### config.mk
export PLATFORM = sky130hd
export DESIGN_NAME = seq_det_sched
export DESIGN_NICKNAME = d
export VERILOG_FILES = /design/src/rtl/seq_det_pkg.sv /design/src/rtl/seq_det_sched_rr_arbiter.sv /design/src/rtl/seq_det_sched.sv
export SDC_FILE = /design/constraint.sdc
export NUM_CORES = 1
export LEC_CHECK = 0
export BUFFER_PORTS_ARGS = -buffer_cell sky130_fd_sc_hd__buf_2
export CAP_MARGIN = 40
export CORE_UTILIZATION = 50
export DETAILED_ROUTE_END_ITERATION = 6
export GPL_ROUTABILITY_DRIVEN = 0
export GPL_TIMING_DRIVEN = 1
export HOLD_SLACK_MARGIN = 0.08
export PLACE_DENSITY = 0.79
export RECOVER_POWER = 25
export SLEW_MARGIN = 20
export SYNTH_ARGS = -nofsm -noshare
export SYNTH_HDL_FRONTEND = slang
export SYNTH_HIERARCHICAL = 1
export SYNTH_SLANG_ARGS = --single-unit
### constraint.sdc
create_clock -name clk -period 6.95 [get_ports clk]
set_input_delay 1.7375 -clock clk [delete_from_list [all_inputs] [get_ports clk]]
set_output_delay 1.7375 -clock clk [all_outputs]
set_load 0.01 [all_outputs]
### src/rtl/seq_det_pkg.sv
// rtl/seq_det_pkg.sv - shared widths and result record for the run-detect scheduler
package seq_det_pkg;

  localparam int MAX_CH_W  = 8;
  localparam int MAX_CNT_W = 8;

  function automatic int cnt_w(input int thresh);
    return (thresh < 1) ? 1 : $clog2(thresh + 1);
  endfunction

  function automatic int ch_w(input int n);
    return (n < 2) ? 1 : $clog2(n);
  endfunction

  // Widest-case record; users slice down to their own CH_W / CNT_W.
  typedef struct packed {
    logic [MAX_CH_W-1:0]  ch;
    logic [MAX_CNT_W-1:0] run;
    logic                 hit;
  } det_res_t;

endpackage

### src/rtl/seq_det_sched_rr_arbiter.sv
// rtl/seq_det_sched_rr_arbiter.sv - round-robin arbiter, one-hot grant plus index
module rr_arbiter
  import seq_det_pkg::*;
#(
  parameter int N = 4
) (
  input  logic [N-1:0]         req,
  input  logic [ch_w(N)-1:0]   ptr,
  output logic [N-1:0]         gnt,
  output logic [ch_w(N)-1:0]   idx,
  output logic                 any
);

  localparam int IW = ch_w(N);

  logic [IW:0] pos;

  // Scan ptr, ptr+1, ... wrapping at N; first requester wins.
  always_comb begin
    gnt = '0;
    idx = '0;
    any = 1'b0;
    pos = '0;
    for (int i = 0; i < N; i++) begin
      pos = {1'b0, ptr} + (IW + 1)'(i);
      if (pos >= (IW + 1)'(N)) begin
        pos = pos - (IW + 1)'(N);
      end
      if (!any && req[pos[IW-1:0]]) begin
        any            = 1'b1;
        gnt[pos[IW-1:0]] = 1'b1;
        idx            = pos[IW-1:0];
      end
    end
  end

endmodule

### src/rtl/seq_det_sched.sv
// rtl/seq_det_sched.sv - one consecutive-ones run detector time-shared over NCH streams
module seq_det_sched
  import seq_det_pkg::*;
#(
  parameter int NCH    = 4,
  parameter int THRESH = 3,
  parameter int HCNT_W = 16
) (
  input  logic                      clk,
  input  logic                      rst,
  input  logic [NCH-1:0]            req_valid,
  input  logic [NCH-1:0]            req_bit,
  output logic [NCH-1:0]            req_ready,
  input  logic [NCH-1:0]            ctx_clr,
  output logic                      det_valid,
  input  logic                      det_ready,
  output logic [ch_w(NCH)-1:0]      det_ch,
  output logic                      det_hit,
  output logic [cnt_w(THRESH)-1:0]  det_run,
  output logic [HCNT_W-1:0]         hit_total
);

  localparam int CNT_W = cnt_w(THRESH);
  localparam int CH_W  = ch_w(NCH);
  localparam logic [CNT_W-1:0] THR = CNT_W'(THRESH);

  logic [CNT_W-1:0]  run_q [NCH];
  logic [CH_W-1:0]   ptr_q;
  logic              valid_q;
  det_res_t          res_q;
  logic [HCNT_W-1:0] hit_q;

  logic              slot_free;
  logic [NCH-1:0]    arb_req;
  logic [NCH-1:0]    gnt;
  logic [CH_W-1:0]   gnt_idx;
  logic              gnt_any;
  logic [CNT_W-1:0]  run_cur;
  logic [CNT_W-1:0]  run_nxt;
  logic              hit_nxt;
  logic [CH_W-1:0]   ptr_nxt;

  assign slot_free = !valid_q || det_ready;
  assign arb_req   = slot_free ? req_valid : '0;

  rr_arbiter #(.N(NCH)) u_arb (
    .req (arb_req),
    .ptr (ptr_q),
    .gnt (gnt),
    .idx (gnt_idx),
    .any (gnt_any)
  );

  assign req_ready = gnt;

  // A same-cycle clear on the granted channel restarts its run before the new bit.
  always_comb begin
    run_cur = ctx_clr[gnt_idx] ? '0 : run_q[gnt_idx];
    if (!req_bit[gnt_idx]) begin
      run_nxt = '0;
    end else if (run_cur >= THR) begin
      run_nxt = THR;
    end else begin
      run_nxt = run_cur + CNT_W'(1);
    end
    hit_nxt = (run_nxt >= THR);
    ptr_nxt = (gnt_idx == CH_W'(NCH - 1)) ? '0 : gnt_idx + CH_W'(1);
  end

  always_ff @(posedge clk) begin
    if (rst) begin
      for (int i = 0; i < NCH; i++) begin
        run_q[i] <= '0;
      end
      ptr_q   <= '0;
      valid_q <= 1'b0;
      res_q   <= '0;
      hit_q   <= '0;
    end else begin
      for (int i = 0; i < NCH; i++) begin
        if (ctx_clr[i]) begin
          run_q[i] <= '0;
        end
      end
      if (gnt_any) begin
        run_q[gnt_idx] <= run_nxt;
        ptr_q          <= ptr_nxt;
        valid_q        <= 1'b1;
        res_q.ch       <= MAX_CH_W'(gnt_idx);
        res_q.run      <= MAX_CNT_W'(run_nxt);
        res_q.hit      <= hit_nxt;
        if (hit_nxt && (hit_q != '1)) begin
          hit_q <= hit_q + HCNT_W'(1);
        end
      end else if (det_ready) begin
        valid_q <= 1'b0;
      end
    end
  end

  assign det_valid = valid_q;
  assign det_ch    = res_q.ch[CH_W-1:0];
  assign det_run   = res_q.run[CNT_W-1:0];
  assign det_hit   = res_q.hit;
  assign hit_total = hit_q;

  logic unused_res_bits;
  assign unused_res_bits = ^{res_q.ch[MAX_CH_W-1:CH_W], res_q.run[MAX_CNT_W-1:CNT_W]};

endmodule

==> results of run 1 <==
==> path summary, 6_finish.rpt <==
path	startpoint	cells after the start	slack (ns)	end
max	det_ready	8	1.58	req_ready[1]
min	det_hit	2	0.48	det_hit
max reg2reg	ptr_q[0]	12	2.84	hit_total[13]
min reg2reg	det_hit	2	0.48	det_hit
==> power groups by stage <==
stage                     Clock (mW)  Combinational (mW)  Sequential, mW
after floorplan                    0               0.442           0.258
after global placement             0               0.521           0.263
after detailed placement           0               0.529           0.265
after CTS                      0.154               0.531           0.261
after global routing           0.161               0.586           0.267
final                          0.150               0.526           0.261
==> critical path, cell delays in order <==
cell and delay [ns]:
buf_2 0.09, nand2b_1 0.18, and2_1 0.22, mux4_2 0.62
nor4b_4 0.43, a22oi_1 0.11, o21ai_0 0.09, buf_2 0.15
==> through the flow <==
stage | power (mW) | hold WS (ns) | utilization (%) | cell area (sq um)
after global routing | 1.01 | 0.514 | 61.6 | 2340
after floorplan | 0.700 | 0.489 | - | 2060
after global placement | 0.784 | 0.451 | 59.7 | 2270
final | 0.937 | 0.480 | 61.6 | 2340
after CTS | 0.946 | 0.481 | 62.1 | 2360
after detailed placement | 0.794 | 0.471 | 59.7 | 2270
==> cell type report <==
| cell class | instances | area [sq um] |
|---|---|---|
| inverter | 9 | 33.8 |
| tap | 48 | 60.1 |
| sequential | 32 | 721 |
| timing repair buffer | 42 | 195 |
| clock buffer | 7 | 86.3 |
| fill | 351 | 1460 |
| clock inverter | 1 | 6.26 |
| multi-input combinational | 161 | 1240 |
==> cells by family after synthesis <==
| kind of cell | after synthesis | share of synthesized area, % |
|---|---|---|
| AOI/OAI and AO/OA | 39 | 12.8 |
| xor gates and xnor gates | 12 | 5.11 |
| adders and majority gates | 10 | 6.09 |
| buffers and inverters | 19 | 4.75 |
| DFF | 32 | 35.1 |
| muxes | 14 | 12.2 |
| and+or+nand+nor | 86 | 24.0 |
==> layer usage <==
| layer | vias up | GRT usage [%] |
|---|---|---|
| li1 | 863 | - |
| met1 | 816 | 26.6 |
| met2 | 39 | 32.8 |
| met3 | 5 | 3.79 |
| met4 | 0 | 9.04 |
| met5 | - | 0 |
==> sequential cells by signal, indices dropped and copies added (netlist names) <==
register and flops:
hit_total 16, run_q 8, det_ch 2, det_run 2
ptr_q 2, det_hit 1, det_valid 1
==> layout by cell type (no fill, tap or decap), types with 5 or more instances in the layout <==
master	count
nor3_1	12
mux4_2	6
clkbuf_1	17
xnor2_1	12
nand2_1	9
o21ai_0	7
edfxtp_1	8
ha_1	10
nor2_1	24
nand3_1	5
and2_1	12
a21oi_1	9
inv_1	9
clkbuf_8	6
buf_2	24
o31ai_1	5
dfxtp_1	24
a22oi_1	8
==> results.md, run 1 <==
* Depth of the CTS H-tree at 2
* Number of setup buffers added after CTS at 0
* Critical path arrival at 3.63 ns
* Max frequency at 186 MHz
* Cts hold-fix bufs at 0
* Sequential share of the synthesized area at 35.1%
* Ant. Diodes at 0
* Unique cell type count in the Yosys netlist at 42
* WL met2 at 1.81 mm
* Worst-margin pin slew at 0.573 ns
* Largest net degree at the start of global routing at 31
* Slew Viols, Final at 0
* M1 WL at 1.98 mm
* Clk sinks at 32
* Async SR Flop Fraction at 0%
* Total number of vias at 1723
* Synth area leader: dfxtp_1
* TritonCTS clock tree: done
* Antenna-violating nets left at 0
* CTS Buf Count at 5
* Reg clk slew, reported paths at 0.07 ns
* Critical Path RT at 5.21 ns
* PwrDens at 400 nW/um^2
* Synth Area per Inst at 9.70 sq um
* Net Sw Frac at 42.4%
* Drt wl/cell at 13.4 um
* Die W at 66.1 um
* Status: finished, final reports clean
* Ys flop type: dfxtp_1
* Peak supply drop at 0.322 mV
* Clock Skew at 0.00775 ns
* Internal at 540 uW
* Syn Inst Count at 212
* Yosys reg bits at 32
* Clock power frac at 16.0%
* # nets final at 276
* Die Height at 66.1 um
* Non-filler cells, final at 300
* CTS max path bufs at 2
* Power share of the combinational group at 56.1%
* Post-Syn Area at 2060 sq um
* RSZ-0062 raised after global routing: no
* Final setup viols at 0
* Std cell rows at 22
* Worst-Skew Late Latency at 0.29 ns
* Vias per cell at 5.74
* Met3 wire length at 166 um
* Remaining Overflow, GRT at 0
* Max-Cap Viols at 0
* Crit path launch type: input port
* Post-Route Setup TNS at 0 ns
* Period minus WS final at 5.37 ns
* EDFF count, synth at 8
* Critical path class: input port to output port
* Starting Density at 54.1%
* # placed instances at 292
* Port bufs at 40
* Core area at 3800 sq um
* Number of global-route vias before repair at 1562
* I/O pin cnt at 41
* DRT Pass-1 Iters at 4
* Initial antenna violation count at 0
* Crit share post-route at 77.3%
* Top cells by count, synth: 24 x dfxtp_1, 24 x nor2_1, 12 x and2_1, 12 x nor3_1, 12 x xnor2_1
* Worst setup EP type: output port
* Setup slack after layout at 1.58 ns
* Psw at 397 uW
* Setup WS pre-CTS at 1.57 ns
* DPL Wire Length at 2.89 mm
* Yosys top cell area share at 23.4%
* Layout area overhead at 13.8%
* Sequential power share at 27.9%
* CTS root buf: clkbuf_8
* Hold Path Class: flip-flop to flip-flop
* Yosys warns at 6
* Leakage at 0.899 nW
* Uppermost layer routed: met4
* Share of cells above drive strength 1 at 17.9%
* Post-CTS Resized at 0
* CP max FO at 13
* Initial DRC Count at 74
* Tot GR Track Use at 20.4%
* Drt total wl at 4.02 mm
* Headroom to the max-slew limit at 61.7%
* Hold Vio Cnt, Final at 0
* First-pass GRT wire length at 6.85 mm
* Post-Syn Nets at 237
* Top cells by area, synth: dfxtp_1 23%, edfxtp_1 12%, mux4_2 6.6%, ha_1 6.1%, xnor2_1 5.1%
* Drt drc at 0
* Die area at 4370 sq um
No activity file was read; power rests on OpenSTA's default activity.
==> run 2: changes to the inputs <==
==> constraint.sdc (replaced) <==
create_clock -name clk -period 5.33 [get_ports clk]
set_input_delay 1.3325 -clock clk [delete_from_list [all_inputs] [get_ports clk]]
set_output_delay 1.3325 -clock clk [all_outputs]
set_load 0.01 [all_outputs]
==> run 2 against run 1 <==
Total power grew 33%. Die area is the same. Wire length grew 3.5%. Non-clock buffer count is the same. Critical path depth grew 4. Worst setup slack lost 0.81 ns. Sequential power grew 31%. Global-route usage grew 0.37 points. Sequential share of layout area shrank 0.13 points. Largest power group unchanged.
==> results.md, run 2 (synthesis gave the netlist of run 1 again) <==
* CTS root buf: clkbuf_8
* Tot GR Track Use at 20.8%
* Worst-margin pin slew at 0.547 ns
* Worst path slowest cell: mux4_2
* Reg clk slew, reported paths at 0.07 ns
* Reg2Reg Depth at 11
* Setup WS pre-CTS at 0.500 ns
* Largest register FFs at 16
* Number of setup buffers added after CTS at 0
* Antenna-violating nets left at 0
* Peak supply drop at 0.376 mV
* Clock Skew at 0.00842 ns
* Core area at 3800 sq um
* Cts hold-fix bufs at 0
* Worst-Skew Late Latency at 0.28 ns
* Die Height at 66.1 um
* Critical Path RT at 5.55 ns
* Worst setup path endpoint: hit_total[15]
* WL met2 at 1.97 mm
* Std cell rows at 22
* Hold Vio Cnt, Final at 0
* Starting Density at 54.1%
* Drt wl/cell at 13.9 um
* Reg-to-Reg End: hit_total[15]
* Setup slack after layout at 0.769 ns
* RSZ-0062 raised after global routing: no
* Initial antenna violation count at 0
* DPL Wire Length at 2.97 mm
* TritonCTS clock tree: done
* Met3 wire length at 154 um
* Non-filler cells, final at 300
* CTS max path bufs at 2
* Number of global-route vias before repair at 1543
* # nets final at 276
* CTS Buf Count at 5
* PwrDens at 530 nW/um^2
* Max-Cap Viols at 0
* Final setup viols at 0
* Status: finished, final reports clean
* First-pass GRT wire length at 6.88 mm
* Worst setup EP type: flip-flop
* Die area at 4370 sq um
* I/O pin cnt at 41
* Hold Path Class: flip-flop to flip-flop
* Cell mode on critical path: mux4_2
* Initial DRC Count at 94
* Headroom to the max-slew limit at 63.6%
* Total number of vias at 1712
* Ant. Diodes at 0
* Crit share post-route at 85.6%
* Max frequency at 219 MHz
* Drt total wl at 4.16 mm
* # placed instances at 292
* WP depth at 12
* Remaining Overflow, GRT at 0
* Worst path bufs/invs at 1
* Largest net degree at the start of global routing at 31
* Critical path arrival at 4.78 ns
* Die W at 66.1 um
* Commonest non-fill, non-tap cells in the layout: 24 x nor2_1, 24 x dfxtp_1, 24 x buf_2
* R2R setup slack at 1.32 ns
* Clk sinks at 32
* Critical path class: input port to flip-flop
* Uppermost layer routed: met4
* Post-CTS Resized at 0
* DRT Pass-1 Iters at 4
* Leakage at 0.903 nW
* CP delay by family, top: simple AND/OR/NAND/NOR gates
* Hold path start: det_hit
* Layout area overhead at 14.3%
* Period minus WS final at 4.56 ns
* Share of cells above drive strength 1 at 17.9%
* Drt drc at 0
* Power, Total at 1.25 mW
* Reg2reg start: ptr_q[0]
* Slew Viols, Final at 0
* Worst stage delay on the critical path at 0.63 ns
* Vias per cell at 5.71
* Crit path launch: det_ready
* Cell Chain, Critical Path: buf_2 > nand2b_1 > and2_1 > mux4_2 > nor4b_4 > nor2_1 > a32o_1 > mux4_2 > nand3b_4 > nand2b_4 > or4_1 > a21oi_1
* M1 WL at 1.97 mm
* Depth of the CTS H-tree at 2
* CP max FO at 15
* Post-Route Setup TNS at 0 ns
* Port bufs at 40
* Crit path launch type: input port
-- run 2: cell types whose count changed in the layout (fill, tap and decap cells not counted) --
cell / change
clkbuf_8: -1
clkinv_2: +1
inv_4: -1
clkbuf_16: +1
-- run 2: worst min-delay path by stage --
stage | cells after the start | endpoint
3_5_place_dp | 2 | det_hit
3_3_place_gp | 2 | det_hit
2_1_floorplan | 2 | det_hit
6_report | 2 | det_hit
4_1_cts | 2 | det_hit
5_1_grt | 2 | det_hit
-- run 2: per-stage QoR --
| stage | utilization (%) | hold slack [ns] | area [sq um] |
|---|---|---|---|
| final | 61.9 | 0.475 | 2350 |
| after global routing | 61.9 | 0.508 | 2350 |
| after CTS | 62.4 | 0.473 | 2370 |
| after detailed placement | 59.7 | 0.462 | 2270 |
| after global placement | 59.7 | 0.466 | 2270 |
| after floorplan | - | 0.489 | 2060 |
-- run 2: routing by layer --
layer  up-vias  track usage [%]
met4         0             8.78
met5         -                0
li1        864                -
met2        38             34.4
met3         5             4.48
met1       805             25.9
-- run 2: area by class of cell --
class,instances,area (sq um)
fill,341,1450
multi-input combinational,161,1240
sequential,32,721
timing repair buffer,42,195
clock buffer,7,97.6
tap,48,60.1
inverter,9,33.8
clock inverter,1,5.00
-- run 2: tightest hold or removal path, delay by kind of cell, from the launching register on --
kind	cells	cell delay (ns)
and+or+nand+nor	1	0.06
AOI/OAI and AO/OA	1	0.06
DFF	1	0.31
-- run 2: report_power, final --
group	total, mW	switching, mW	leakage [nW]	internal, mW
clock network	0.211	0.0915	0.0534	0.120
registers	0.341	0.0383	0.285	0.302
logic	0.694	0.398	0.564	0.296
total	1.25	0.528	0.903	0.719
